[src/rtl/divider_arbiter.sv]
`default_nettype none
// ============================================================================
// Module   : divider_arbiter
// Purpose  : Round-robin front end that shares one divider between NREQ
//            requesters, with divide-by-zero bypass and hung-divider timeout.
// Revision : 1.0 - initial release
// ============================================================================
module divider_arbiter #(
   parameter int NREQ    = 2,
   parameter int TIMEOUT = 63
) (
   input  logic                 clk,
   input  logic                 reset,
   input  logic [NREQ-1:0]      req,
   input  logic [7*NREQ-1:0]    req_divisor,
   input  logic [8*NREQ-1:0]    req_dividend,
   output logic [NREQ-1:0]      done,
   output logic [7:0]           res_quotient,
   output logic [6:0]           res_remainder,
   output logic                 res_err,
   output logic                 busy,
   output logic [6:0]           div_divisor,
   output logic [7:0]           div_dividend,
   output logic                 div_start,
   input  logic [7:0]           div_quotient,
   input  logic [6:0]           div_remainder,
   input  logic                 div_valid
);

   localparam int C_IDXW = (NREQ > 1) ? $clog2(NREQ) : 1;
   localparam int C_CNTW = $clog2(TIMEOUT + 1);

   typedef enum logic [2:0] {
      S_IDLE  = 3'd0,
      S_LOAD  = 3'd1,
      S_START = 3'd2,
      S_CLEAR = 3'd3,
      S_WAIT  = 3'd4,
      S_DONE  = 3'd5
   } state_t;

   state_t             r_state;
   state_t             w_next;
   logic [C_IDXW-1:0]  r_rr;
   logic [C_IDXW-1:0]  r_win;
   logic [C_IDXW-1:0]  w_pick;
   logic               w_found;
   logic [C_CNTW-1:0]  r_tcnt;
   logic               w_tmo;
   logic [6:0]         w_sel_divisor;
   logic [7:0]         w_sel_dividend;
   int                 w_idx;

   // Search upward from the round-robin pointer, wrapping to requester 0.
   always_comb begin
      w_found = 1'b0;
      w_pick  = '0;
      w_idx   = 0;
      for (int k = 0; k < NREQ; k++) begin
         w_idx = int'(r_rr) + k;
         if (w_idx >= NREQ) w_idx = w_idx - NREQ;
         if (!w_found && 1'(req >> w_idx)) begin
            w_found = 1'b1;
            w_pick  = C_IDXW'(w_idx);
         end
      end
   end

   assign w_sel_divisor  = 7'(req_divisor  >> (7 * r_win));
   assign w_sel_dividend = 8'(req_dividend >> (8 * r_win));

   always_ff @(posedge clk or posedge reset) begin
      if (reset) r_state <= S_IDLE;
      else       r_state <= w_next;
   end

   always_comb begin
      w_next = r_state;
      w_tmo  = (r_tcnt == C_CNTW'(TIMEOUT - 1));
      case (r_state)
         S_IDLE:  if (w_found) w_next = S_LOAD;
         S_LOAD:  w_next = (w_sel_divisor == 7'd0) ? S_DONE : S_START;
         S_START: w_next = S_CLEAR;
         // Timeout wins over a valid arriving in the same cycle.
         S_CLEAR: begin
            if (w_tmo)           w_next = S_DONE;
            else if (!div_valid) w_next = S_WAIT;
         end
         S_WAIT: begin
            if (w_tmo || div_valid) w_next = S_DONE;
         end
         S_DONE:  w_next = S_IDLE;
         default: w_next = S_IDLE;
      endcase
   end

   always_ff @(posedge clk or posedge reset) begin
      if (reset) begin
         r_rr          <= '0;
         r_win         <= '0;
         r_tcnt        <= '0;
         done          <= '0;
         res_quotient  <= '0;
         res_remainder <= '0;
         res_err       <= 1'b0;
         busy          <= 1'b0;
         div_start     <= 1'b0;
         div_divisor   <= '0;
         div_dividend  <= '0;
      end else begin
         busy      <= (w_next != S_IDLE);
         div_start <= (w_next == S_START);
         done      <= (w_next == S_DONE) ? (NREQ'(1) << r_win) : '0;

         if (r_state == S_IDLE && w_found) r_win <= w_pick;

         if (r_state == S_LOAD) begin
            div_divisor  <= w_sel_divisor;
            div_dividend <= w_sel_dividend;
         end

         if (r_state == S_START)
            r_tcnt <= '0;
         else if (r_state == S_CLEAR || r_state == S_WAIT)
            r_tcnt <= r_tcnt + 1'b1;

         if (r_state == S_LOAD && w_sel_divisor == 7'd0) begin
            res_quotient  <= 8'hFF;
            res_remainder <= w_sel_dividend[6:0];
            res_err       <= 1'b1;
         end else if ((r_state == S_CLEAR || r_state == S_WAIT) && w_tmo) begin
            res_quotient  <= '0;
            res_remainder <= '0;
            res_err       <= 1'b1;
         end else if (r_state == S_WAIT && div_valid) begin
            res_quotient  <= div_quotient;
            res_remainder <= div_remainder;
            res_err       <= 1'b0;
         end

         if (r_state == S_DONE)
            r_rr <= (r_win == C_IDXW'(NREQ - 1)) ? '0 : r_win + 1'b1;
      end
   end

endmodule
`default_nettype wire

[config.mk]
export PLATFORM = sky130hd
export DESIGN_NAME = divider_arbiter
export DESIGN_NICKNAME = d
export VERILOG_FILES = /design/src/rtl/divider_arbiter.sv
export SDC_FILE = /design/constraint.sdc
export NUM_CORES = 1
export LEC_CHECK = 0
export ABC_CLOCK_PERIOD_IN_PS = 4200
export CAP_MARGIN = 20
export CELL_PAD_IN_SITES_DETAIL_PLACEMENT = 0
export CELL_PAD_IN_SITES_GLOBAL_PLACEMENT = 1
export CORE_ASPECT_RATIO = 0.7
export CORE_MARGIN = 8
export CORE_UTILIZATION = 36
export DETAILED_ROUTE_END_ITERATION = 8
export GPL_ROUTABILITY_DRIVEN = 0
export GPL_TIMING_DRIVEN = 0
export PLACE_DENSITY = 0.85
export RECOVER_POWER = 25
export SLEW_MARGIN = 20
export SYNTH_ARGS = -nofsm -noshare
export SYNTH_HDL_FRONTEND = slang
export SYNTH_SLANG_ARGS = --single-unit
[constraint.sdc]
create_clock -name clk -period 4.2 [get_ports clk]
set_input_delay 0.63 -clock clk [delete_from_list [all_inputs] [get_ports clk]]
set_output_delay 0.63 -clock clk [all_outputs]
set_load 0.005 [all_outputs]
---- Yosys cells after proc, flatten, opt, wreduce, memory -nomap -nowiden ----
Index checks and enable logic that the tools add are counted.
cells by class
  reduce and logical (&&, ||, !) cells .... 13
  shift-type cells ........................ 5
  add/subtract/negate cells ............... 5
  multiplexer cells ....................... 25
  eq/ne operators ......................... 8
  magnitude comparators ................... 2
  multipliers ............................. 1
operators by type and width
  kind                                                                   number
  32-bit two-way mux                                                     2
  2-bit by 32-bit >> shifter with 1-bit output                           2
  8-bit two-way mux                                                      3
  7-bit two-way mux                                                      3
  16-bit by 4-bit >> shifter with 8-bit output                           1
  3-bit two-way mux                                                      5
  3-bit one-hot mux with 5 select lines                                  1
  14-bit by 4-bit >> shifter with 7-bit output                           1
  6-bit two-way mux                                                      2
  3-bit by 2-bit == test with 1-bit output, second input constant        3
  3-bit == test, second input constant                                   3
  1-bit two-way mux                                                      8
  7-bit zero test                                                        1
  6-bit by 1-bit adder with 6-bit output, second input constant          1
  6-bit == test, second input constant                                   1
  3-bit nonzero test                                                     2
  1-bit logical AND                                                      5
  3-bit by 1-bit multiplier with 4-bit output, first input constant      1
  3-bit by 1-bit == test with 1-bit output, second input constant        1
  3-bit zero test                                                        1
  1-bit by 2-bit subtractor with 3-bit output, second input constant     1
  2-bit by 2-bit subtractor with 3-bit output, second input constant     1
  1-bit by 1-bit adder with 2-bit output, second input constant          1
  1-bit by 2-bit >= comparator with 1-bit output, second input constant  1
  other kinds (7)                                                        8
word-level totals
  register bits after elaboration ......... 46
  logic and storage cells ................. 71

---- Logic depth before layout (Yosys ltp) ----
Gate-level depths: netlist (run 1).
  word-level depth ........................ 11
  mapped depth ............................ 7
  mapped depth without buffers ............ 6

---- Least setup slack after synthesis (run 1) ----
No wires, ideal clock.
  path type ............................... input -> register
  start point ............................. in req_divisor[0]
  end point ............................... reg res_quotient[1]
  arrival ................................. 1653 ps
  setup time .............................. 141 ps
  slack ................................... 2406 ps
  stages on the path ...................... 5
  buffers on the path ..................... 1
  cells stage by stage .................... nor4_1 -> and2_1 -> o21ai_2 -> clkbuf_1 -> o21ai_0
between the ends
  word-level cells in the longest chain between the ends .. 4
  elaborated cells between the ends (all ways) .. 5
  those cells by class .................... 1 x shift; 1 x mux; 3 x reduce/logical
ends and longest elaborated chain
  what                                                                      RTL line  source
  from (decl)                                                               15        input logic [7*NREQ-1:0] req_divisor,
  14-bit by 4-bit >> shifter with 7-bit output (*)                          69        assign w_sel_divisor = 7'(req_divisor >> (7 * r_win));
  7-bit zero test (*)                                                       127       if (r_state == S_LOAD && w_sel_divisor == 7'd0) begin
  1-bit logical AND (*)                                                     127
  3-bit nonzero test (no source line) or 8-bit two-way mux (tied branches)  n/a
  to (signal assigned)                                                      136       res_quotient <= div_quotient;
  to (decl)                                                                 18        output logic [7:0] res_quotient,
Mark *: on every way between the ends. The rest lies on a longest branch, timed or not.
A chain may end at the register's enable or synchronous reset.

==> results.ini, run 1 <==
[outcome]
outcome=finished, violations left
violations=max-capacitance violations, max-slew violations

[layout]
post_layout_nonfiller_instances=415
nFillCells=611
drive_gt1_share_pct=6.23
multi_input_area_um2=1120
syn2layout_area_growth_pct=44.3
finalInstanceArea_um2=3420
fin_nets=388
diodes=0
final_util_pct=54.3
regArea_um2=1150

[global_route]
grt_max_degree=34
overflow=0
grtUsageTotal_pct=15.1
grt_pass1_vias=2164
antenna_found_initial=0
grt_pass1_wl_um=11500

[cts]
cts_tree=yes
cts_hold_buf=0
clockRootBuffer=clkbuf_8
cts_resized=0
cts_buffers=5
post-cts-setup-buffers=0
clk_path_buf_depth=2
clock_latency_ps=300
cts.sinks=46
clk_pin_slew_worst_paths_ps=90
cts_max_level=2

[detailed_routing]
ant_nets=0
vias=2128
drt_iter0_markers=87
wl_per_cell_um=17.0
drt-pass1-iter-count=4
drc_errors=0
viasPerCell=5.13
routed_wl_um=7040

[synthesis]
synth_compound_area_share_pct=16.5
async_flop_share_pct=100
ys_types=41
synth-edff-count=0
synth_simple_gate_area_share_pct=16.7
synth_top_family_by_area=simple AND/OR/NAND/NOR gates
ys_top_cells_by_count=dfrtp_1, mux2i_1, nand2_1
syn_nets=296
synthAdderAreaFrac_pct=1.05
synth_most_common_cell=dfrtp_1
syn_inst=244
avgSynthCellArea_um2=9.73
synth.area.mux_share_pct=12.7
synth_top_area_share_pct=48.5
synth.yosys.seq_area_share_pct=48.5
ys.flop_type=dfrtp_1
synth_warnings=0
ys_seq_elements=46
synth_xor_area_share_pct=0.369
syn_area_um2=2370
synth_area_leaders=dfrtp_1, mux2i_1, a21oi_1
synth_area_leader_cell=dfrtp_1

[pwr]
pwr-share-clk_pct=15.7
pwr_density_cell_nw_per_um2=620
p_sw_uw=771
p_sw_share_pct=36.3
p_seq_share_pct=34.4
pwr-share-comb_pct=49.8
irDropWorstVdd_mv=0.310
power_leakage_nw=1.51
p_int_mw=1.35

[timing]
min_period_over_period_pct=68.2
slew_violations=34
rsz0062_at_grt=false
setup_viol=0
setup_tns_ps=0
min_period_ps=2860
holdWs_ps=498
tightest_slew_ps=1800
fin_skew_ps=3.17
relSlewSlack_pct=-19.9
hold_violations=0
timing.fmax_ghz=0.349

[placed_design]
dp_hpwl_um=5330
dp.cells=407
placed_area_um2=3330
io_buffers=84

[floorplanning]
fp.dieArea_um2=9490
die_x_um=113
start_util_pct=37.6
fp.coreArea_um2=6310
die_h_um=83.9
placementRows=24
ioPinCount=85

[worst_setup_path]
critPathRequiredTime_ps=4280
worstSetupPathType=in -> async
path_max_fanout=33
reg2reg_from=r_win
arrival_ps=2950
crit_path_start=reset
critPathLaunchType=primary input
end_kind=asynchronous set/reset pin

[worst_hold_path]
min_path_type=reg -> reg
worst_hold_startpoint=r_rr

[job]
maxCapViolations=1

==> metal layers <==
| layer | vias up | part of all wire, % | global-route usage [%] |
|---|---|---|---|
| li1 | 1037 | - | - |
| met1 | 999 | 47 | 20.1 |
| met2 | 85 | 43 | 22.3 |
| met3 | 7 | 9.1 | 5.85 |
| met4 | 0 | 0.81 | 3.61 |
| met5 | - | 0 | 0 |
==> area by class of cell <==
type / instances / share of cell area (%)
Buffer: 17 / 2.41
Multi-Input combinational cell: 176 / 32.7
Inverter: 5 / 0.548
Timing Repair Buffer: 85 / 24.7
Clock inverter: 3 / 1.17
Tap cell: 78 / 2.85
Sequential cell: 46 / 33.6
Clock buffer: 5 / 2.01
==> path summary, 6_finish.rpt <==
path                            slack (ps)               to  cells past startpoint
worst max register to register        2210  res_quotient[2]                      5
worst min-delay path                   500             r_rr                      2
worst max-delay path                  1340   div_divisor[1]                      3
max in group clk                      1860  res_quotient[2]                      6
min in group asynchronous              810        r_tcnt[3]                      2
worst min register to register         500             r_rr                      2
==> through the flow <==
step	power, mW	worst slack (ps)
2_1_floorplan	1.29	2410
3_3_place_gp	1.79	1470
3_5_place_dp	1.81	1540
4_1_cts	2.15	1860
5_1_grt	2.29	840
6_report	2.12	1340
==> critical path: stages <==
cell and delay, ps:
dlygate4sd3_1 530, inv_1 410, clkbuf_1 1350
==> cells by family after synthesis <==
family | Yosys count
adder cells (fa/ha/maj) | 2
flip-flops | 46
AND/OR/NAND/NOR | 81
AO/OA/AOI/OAI | 62
multiplexers | 30
XOR/XNOR | 1
buffers and inverters | 22
==> flip-flops by register name, indices dropped and copies added, names as in the netlist <==
signal	flops
div_divisor	7
div_dividend	8
res_remainder	7
busy	1
res_err	1
r_rr	1
r_state	3
done	2
r_tcnt	6
r_win	1
div_start	1
res_quotient	8
==> layout by cell type, fill, tap and decap left out, drive strengths merged, types with 7 or more instances in the layout <==
| cell | instances |
|---|---|
| clkbuf | 16 |
| dfrtp | 46 |
| buf | 7 |
| a21oi | 25 |
| nor2 | 26 |
| nand2 | 26 |
| clkdlybuf4s50 | 83 |
| o21ai | 15 |
| mux2i | 30 |
| a21o | 8 |
==> power by group through the flow <==
stage	logic (mW)	clock network (mW)	registers [mW]
after detailed placement	1.07	0	0.735
after floorplan	0.557	0	0.737
after global routing	1.17	0.363	0.757
after CTS	1.07	0.343	0.731
after global placement	1.06	0	0.728
final	1.06	0.334	0.731
Note: power is estimated with default switching activity, not from simulation.
==> inputs of run 2 (changes only) <==
--- a/config.mk
+++ b/config.mk
@@ -5,17 +5,17 @@
 export SDC_FILE = /design/constraint.sdc
 export NUM_CORES = 1
 export LEC_CHECK = 0
-export ABC_CLOCK_PERIOD_IN_PS = 4200
+export ABC_CLOCK_PERIOD_IN_PS = 3000
 export CAP_MARGIN = 20
 export CELL_PAD_IN_SITES_DETAIL_PLACEMENT = 0
 export CELL_PAD_IN_SITES_GLOBAL_PLACEMENT = 1
 export CORE_ASPECT_RATIO = 0.7
 export CORE_MARGIN = 8
-export CORE_UTILIZATION = 36
+export CORE_UTILIZATION = 33
 export DETAILED_ROUTE_END_ITERATION = 8
 export GPL_ROUTABILITY_DRIVEN = 0
 export GPL_TIMING_DRIVEN = 0
-export PLACE_DENSITY = 0.85
+export PLACE_DENSITY = 0.78
 export RECOVER_POWER = 25
 export SLEW_MARGIN = 20
 export SYNTH_ARGS = -nofsm -noshare
==> constraint.sdc (replaced) <==
create_clock -name clk -period 3 [get_ports clk]
set_input_delay 0.45 -clock clk [delete_from_list [all_inputs] [get_ports clk]]
set_output_delay 0.45 -clock clk [all_outputs]
set_load 0.005 [all_outputs]
==> run 2 against run 1 <==
The run now ends clean. Clock power grew 9.6%. First-iteration DRC count grew 9.2%. Core utilization shrank 6.1 points. Wire length shrank 1.7%. Setup slack lost 520 ps. Critical path depth grew 3. Global-route usage shrank 1.4 points. Count of clock-buffer cells in the layout grew 1. Register-to-register slack lost 1200 ps. Final cell count grew 4.6%. Sequential cell count is the same. Critical path type is now in -> reg.
==> results.ini, run 2 (synthesized netlist as in run 1, its figures left out) <==
[outcome]
outcome=finished clean

[floorplanning]
ioPinCount=85  ; unchanged
die_x_um=117  ; +3.8%
start_util_pct=33.3  ; -4.3 points
placementRows=26  ; +8.3%
die_h_um=87.0  ; +3.6%
fp.coreArea_um2=7120  ; +13%
fp.dieArea_um2=10200  ; +7.6%

[detailed_routing]
viasPerCell=4.82  ; -6.0%
drt_iter0_markers=95  ; +9.2%
drc_errors=0  ; unchanged
routed_wl_um=6920  ; -1.7%
vias=2091  ; -1.7%
wl_per_cell_um=15.9  ; -6.0%
drt-pass1-iter-count=4  ; unchanged
ant_nets=0  ; unchanged

[layout]
final_util_pct=48.2  ; -6.1 points
fin_nets=388  ; unchanged
layout_common_cells=clkdlybuf4s50_1, dfrtp_1, mux2i_1
diodes=0  ; unchanged
reg.largest.list=div_dividend x8, res_quotient x8
post_layout_nonfiller_instances=434  ; +4.6%
drive_gt1_share_pct=5.95  ; -0.28 points
syn2layout_area_growth_pct=44.8
final_common_cell=clkdlybuf4s50_1

[pwr]
p_sw_mw=1.05  ; +36%
irDropWorstVdd_mv=0.430  ; +39%
pwr-share-comb_pct=51.6  ; +1.8 points
p_seq_share_pct=35.6  ; +1.2 points
pwr_density_cell_nw_per_um2=832  ; +34%
power_leakage_nw=1.50  ; -0.82%
finalPower_mw=2.86  ; +35%
p_sw_share_pct=36.7  ; +0.42 points
p_int_mw=1.81  ; +34%
pwr-share-clk_pct=12.8  ; -2.9 points

[timing]
slew_violations=0  ; -100%
setup_viol=0  ; unchanged
hold_violations=0  ; unchanged
setup_tns_ps=0  ; unchanged
relSlewSlack_pct=48.2  ; +68 points
fin_skew_ps=6.76  ; +3.59 ps
holdWs_ps=504  ; +6.34 ps
tightest_slew_ps=776  ; -1020 ps
min_period_over_period_pct=72.7
rsz0062_at_grt=false
timing.fmax_ghz=0.459
min_period_ps=2180

[job]
maxCapViolations=0  ; -1

[worst_setup_path]
arrival_ps=2330  ; -620 ps
critPathRequiredTime_ps=3150  ; -1130 ps
cp_slowest_stage_delay_ps=530  ; -820 ps
crit_slowest_cell=o21ai_2
worstSetupPathType=in -> reg
cpLargestDelayFamily=buffers and inverters
path_cells=clkdlybuf4s50_1 > nor4_1 > and2_1 > o21ai_2 > clkbuf_1 > o21ai_0
critPathLaunchType=primary input
path_buf_inv=2  ; -1
end_kind=register
path_max_fanout=10  ; -70%

[worst_hold_path]
min_path_type=reg -> reg

[cts]
cts.sinks=46  ; unchanged
clock_latency_ps=300  ; about the same
cts_resized=0  ; unchanged
clockRootBuffer=clkbuf_8
cts_tree=yes
cts_max_level=2  ; unchanged
cts_buffers=5  ; unchanged
clk_pin_slew_worst_paths_ps=80  ; about the same
clk_path_buf_depth=2  ; unchanged
post-cts-setup-buffers=0  ; unchanged
cts_hold_buf=0  ; unchanged

[global_route]
grt_pass1_wl_um=11400  ; -0.84%
overflow=0  ; unchanged
grtUsageTotal_pct=13.7  ; -1.4 points
grt_max_degree=29  ; -15%
grt_pass1_vias=2187  ; +1.1%
antenna_found_initial=0  ; unchanged

[placed_design]
dp.cells=427  ; +4.9%
dp_hpwl_um=5340  ; about the same
io_buffers=84  ; unchanged

## run 2: cell types whose count changed in the layout (fill, tap and decap cells not counted)
cell / delta
bufinv_16: -1
clkinv_2: -2
buf_12: +1
clkinvlp_4: +1
## run 2: final cells by class
type | instances | area [um^2]
buffer | 17 | 82.6
multi-input combinational | 176 | 1120
clock inverter | 1 | 7.51
tap | 98 | 123
timing repair buffer | 85 | 861
sequential | 46 | 1150
clock buffer | 6 | 72.6
inverter | 5 | 18.8
fill | 644 | 3690
## run 2: worst min-delay path, cell delays in order (launching register included)
cell and delay [ps]:
dfrtp_1 350, nand2_1 50, nand3_1 70
## run 2: through the flow
step / setup WS, ps / area [um^2]
floorplan: 1390 / 2370
global placement: 435 / 3340
detailed placement: 475 / 3360
CTS: 809 / 3440
global route: 636 / 3440
finish: 819 / 3440
## run 2: final timing paths
kind                                start         endpoint  slack, ps  cells after the start
max in group asynchronous           reset             r_rr       1640                      3
max                        req_divisor[0]  res_quotient[5]        820                      6
max reg2reg                         r_win  res_quotient[5]       1010                      5
min reg2reg                       res_err          res_err        500                      2
min                               res_err          res_err        500                      2
min in group asynchronous           reset  res_quotient[1]        740                      2
## run 2: metal layers
layer | wire length (um) | track usage, %
met5 | 0 | 0
met2 | 2780 | 19.7
met3 | 368 | 3.82
met1 | 3740 | 19.7
met4 | 36 | 3.17
## run 2: power groups by stage
stage	clock (mW)	sequential, mW	combinational, mW
after global routing	0.404	1.05	1.64
after detailed placement	0	1.03	1.49
after floorplan	0	1.03	0.779
final	0.366	1.02	1.48
after global placement	0	1.02	1.46
after CTS	0.385	1.02	1.50
==> inputs of run 3 (changes only) <==
--- a/config.mk
+++ b/config.mk
@@ -5,17 +5,17 @@
 export SDC_FILE = /design/constraint.sdc
 export NUM_CORES = 1
 export LEC_CHECK = 0
-export ABC_CLOCK_PERIOD_IN_PS = 3000
+export ABC_CLOCK_PERIOD_IN_PS = 1900
 export CAP_MARGIN = 20
 export CELL_PAD_IN_SITES_DETAIL_PLACEMENT = 0
 export CELL_PAD_IN_SITES_GLOBAL_PLACEMENT = 1
 export CORE_ASPECT_RATIO = 0.7
 export CORE_MARGIN = 8
-export CORE_UTILIZATION = 33
+export CORE_UTILIZATION = 30
 export DETAILED_ROUTE_END_ITERATION = 8
 export GPL_ROUTABILITY_DRIVEN = 0
 export GPL_TIMING_DRIVEN = 0
-export PLACE_DENSITY = 0.78
+export PLACE_DENSITY = 0.75
 export RECOVER_POWER = 25
 export SLEW_MARGIN = 20
 export SYNTH_ARGS = -nofsm -noshare
==> constraint.sdc (replaced) <==
create_clock -name clk -period 1.9 [get_ports clk]
set_input_delay 0.285 -clock clk [delete_from_list [all_inputs] [get_ports clk]]
set_output_delay 0.285 -clock clk [all_outputs]
set_load 0.005 [all_outputs]
==> run 3 against run 2 <==
Global-route usage shrank 0.93 points. Cell area grew 2.3%. Critical path depth is the same. Largest cell class unchanged. Largest power group unchanged. Highest routed layer unchanged. Setup slack lost 650 ps. Combinational power grew 57%. Hold slack lost 7.9 ps. Register-to-register slack lost 830 ps. Sequential power grew 58%. Core utilization shrank 3.0 points. Clock skew grew 2.2 ps. Via count grew 0.91%.
==> results.ini, run 3 (synthesized netlist as in run 1, its figures left out) <==
[outcome]
outcome=finished clean

[timing]
min_period_ps=1730
setup_tns_ps=0  ; unchanged
tightest_slew_ps=681  ; -95.9 ps
fin_skew_ps=8.98  ; +2.22 ps
min_period_over_period_pct=91.2
setup_viol=0  ; unchanged
hold_violations=0  ; unchanged
slew_violations=0  ; unchanged
relSlewSlack_pct=54.6  ; +6.4 points
rsz0062_at_grt=false
timing.fmax_ghz=0.577

[floorplanning]
fp.coreArea_um2=7770  ; +9.1%
placementRows=27  ; +3.8%
fp.dieArea_um2=11100  ; +8.4%
die_x_um=122  ; +4.2%
start_util_pct=30.5  ; -2.8 points
die_h_um=90.4  ; +4.0%
ioPinCount=85  ; unchanged

[global_route]
grt_pass1_vias=2249  ; +2.8%
grt_max_degree=30  ; +3.4%
overflow=0  ; unchanged
grt_pass1_wl_um=11400  ; -0.24%
antenna_found_initial=0  ; unchanged
grtUsageTotal_pct=12.8  ; -0.93 points

[worst_setup_path]
reg2reg_from=r_state[2]
arrival_ps=1940  ; -390 ps
worstSetupPathType=in -> reg
r2r_cells=5  ; unchanged
critPathRequiredTime_ps=2100  ; -1050 ps
path_max_fanout=10  ; unchanged
crit_path_start=req_divisor[11]
rrSetupSlack_ps=180  ; -830 ps
reg2reg_to=div_dividend[4]
crit_end=done[0]
critPathLaunchType=primary input
end_kind=register

[detailed_routing]
routed_wl_um=6840  ; -1.2%
wl_per_cell_um=15.6  ; -2.3%
vias=2110  ; +0.91%
drc_errors=0  ; unchanged
drt-pass1-iter-count=4  ; unchanged
drt_iter0_markers=55  ; -42%
viasPerCell=4.81  ; -0.24%
ant_nets=0  ; unchanged

[layout]
post_layout_nonfiller_instances=439  ; +1.2%
layout_common_cells=clkdlybuf4s50_1, dfrtp_1, mux2i_1
finalInstanceArea_um2=3520  ; +2.3%
drive_gt1_share_pct=7.99  ; +2.0 points
syn2layout_area_growth_pct=48.1
reg.largest.list=div_dividend x8, res_quotient x8
diodes=0  ; unchanged
final_common_cell=clkdlybuf4s50_1
fin_nets=389  ; +0.26%

[pwr]
pwr-share-comb_pct=48.6  ; -3.0 points
irDropWorstVdd_mv=0.608  ; +41%
p_int_mw=3.10  ; +71%
p_sw_mw=1.69  ; +61%
pwr_density_cell_nw_per_um2=1360  ; +64%
pwr-share-clk_pct=17.8  ; +5.0 points
p_seq_share_pct=33.6  ; -2.0 points
power_leakage_nw=1.55  ; +3.2%
p_sw_share_pct=35.3  ; -1.4 points

[placed_design]
dp.cells=430  ; +0.70%
io_buffers=84  ; unchanged
placed_area_um2=3360  ; +0.11%
dp_hpwl_um=5370  ; +0.58%

[cts]
clk_pin_slew_worst_paths_ps=60  ; -20 ps
cts_max_level=2  ; unchanged
clk_path_buf_depth=2  ; unchanged
clockRootBuffer=clkbuf_16
cts.sinks=46  ; unchanged
cts_hold_buf=0  ; unchanged
cts_tree=yes
clock_latency_ps=280  ; -20 ps
cts_buffers=5  ; unchanged

[worst_hold_path]
hold_depth=2  ; unchanged
min_path_type=reg -> reg

[job]
maxCapViolations=0  ; unchanged

## run 3: changes by cell type in the layout (fill, tap and decap cells not counted), moves of 2 or more
cell / change
clkbuf_2: +3
clkbuf_8: -5
clkbuf_16: +5
clkbuf_1: -3
buf_4: +2
## run 3: how the worst min path moves through the flow
stage / start / endpoint / slack, ps
floorplan: req[0] / r_win / 380
global placement: r_rr / r_rr / 480
detailed placement: res_err / res_err / 490
CTS: reset / busy / 330
global route: res_err / res_err / 540
finish: res_err / res_err / 500
## run 3: timing repair
item,4_1_cts,5_1_grt
endpoints found under the setup margin,10,26
pin swaps,0,1
cloned,0,0
gates resized for setup,2,5
setup buffers,0,2
## run 3: power groups by stage
stage | combinational [mW] | sequential, mW | clock, mW
2_1_floorplan | 1.23 | 1.63 | 0
3_3_place_gp | 2.34 | 1.62 | 0
3_5_place_dp | 2.36 | 1.62 | 0
4_1_cts | 2.38 | 1.61 | 0.878
5_1_grt | 2.60 | 1.66 | 0.929
6_report | 2.33 | 1.61 | 0.853
## run 3: worst max-delay path: stages
cell             delay, ps
clkdlybuf4s50_1        420
nor4_1                 440
and2_1                 260
o21ai_4                150
clkbuf_2               240
a21oi_2                140
## run 3: per-layer routing
metal / track usage, % / wire (um) / up-vias
met4: 3.03 / 44 / 0
met2: 17.9 / 2740 / 71
met5: 0 / 0 / -
met1: 16.7 / 3300 / 991
li1: - / - / 1046
met3: 6.93 / 755 / 2
## run 3: layout make-up
cell class	count	area (um^2)
multi-input combinational	176	1130
clock inverter	2	13.8
fill	781	4250
buffer	16	82.6
tap	101	126
inverter	5	18.8
clock buffer	6	129
sequential	46	1150
timing repair buffer	87	863
## run 3: metrics by stage
step,util [%],power (mW),hold WS [ps],setup WS [ps]
global placement,43.0,3.96,482,-538
detailed placement,43.3,3.98,489,-428
finish,45.2,4.79,497,166
global route,45.2,5.19,536,4.24
floorplan,-,2.86,382,295
CTS,45.2,4.87,332,0.120
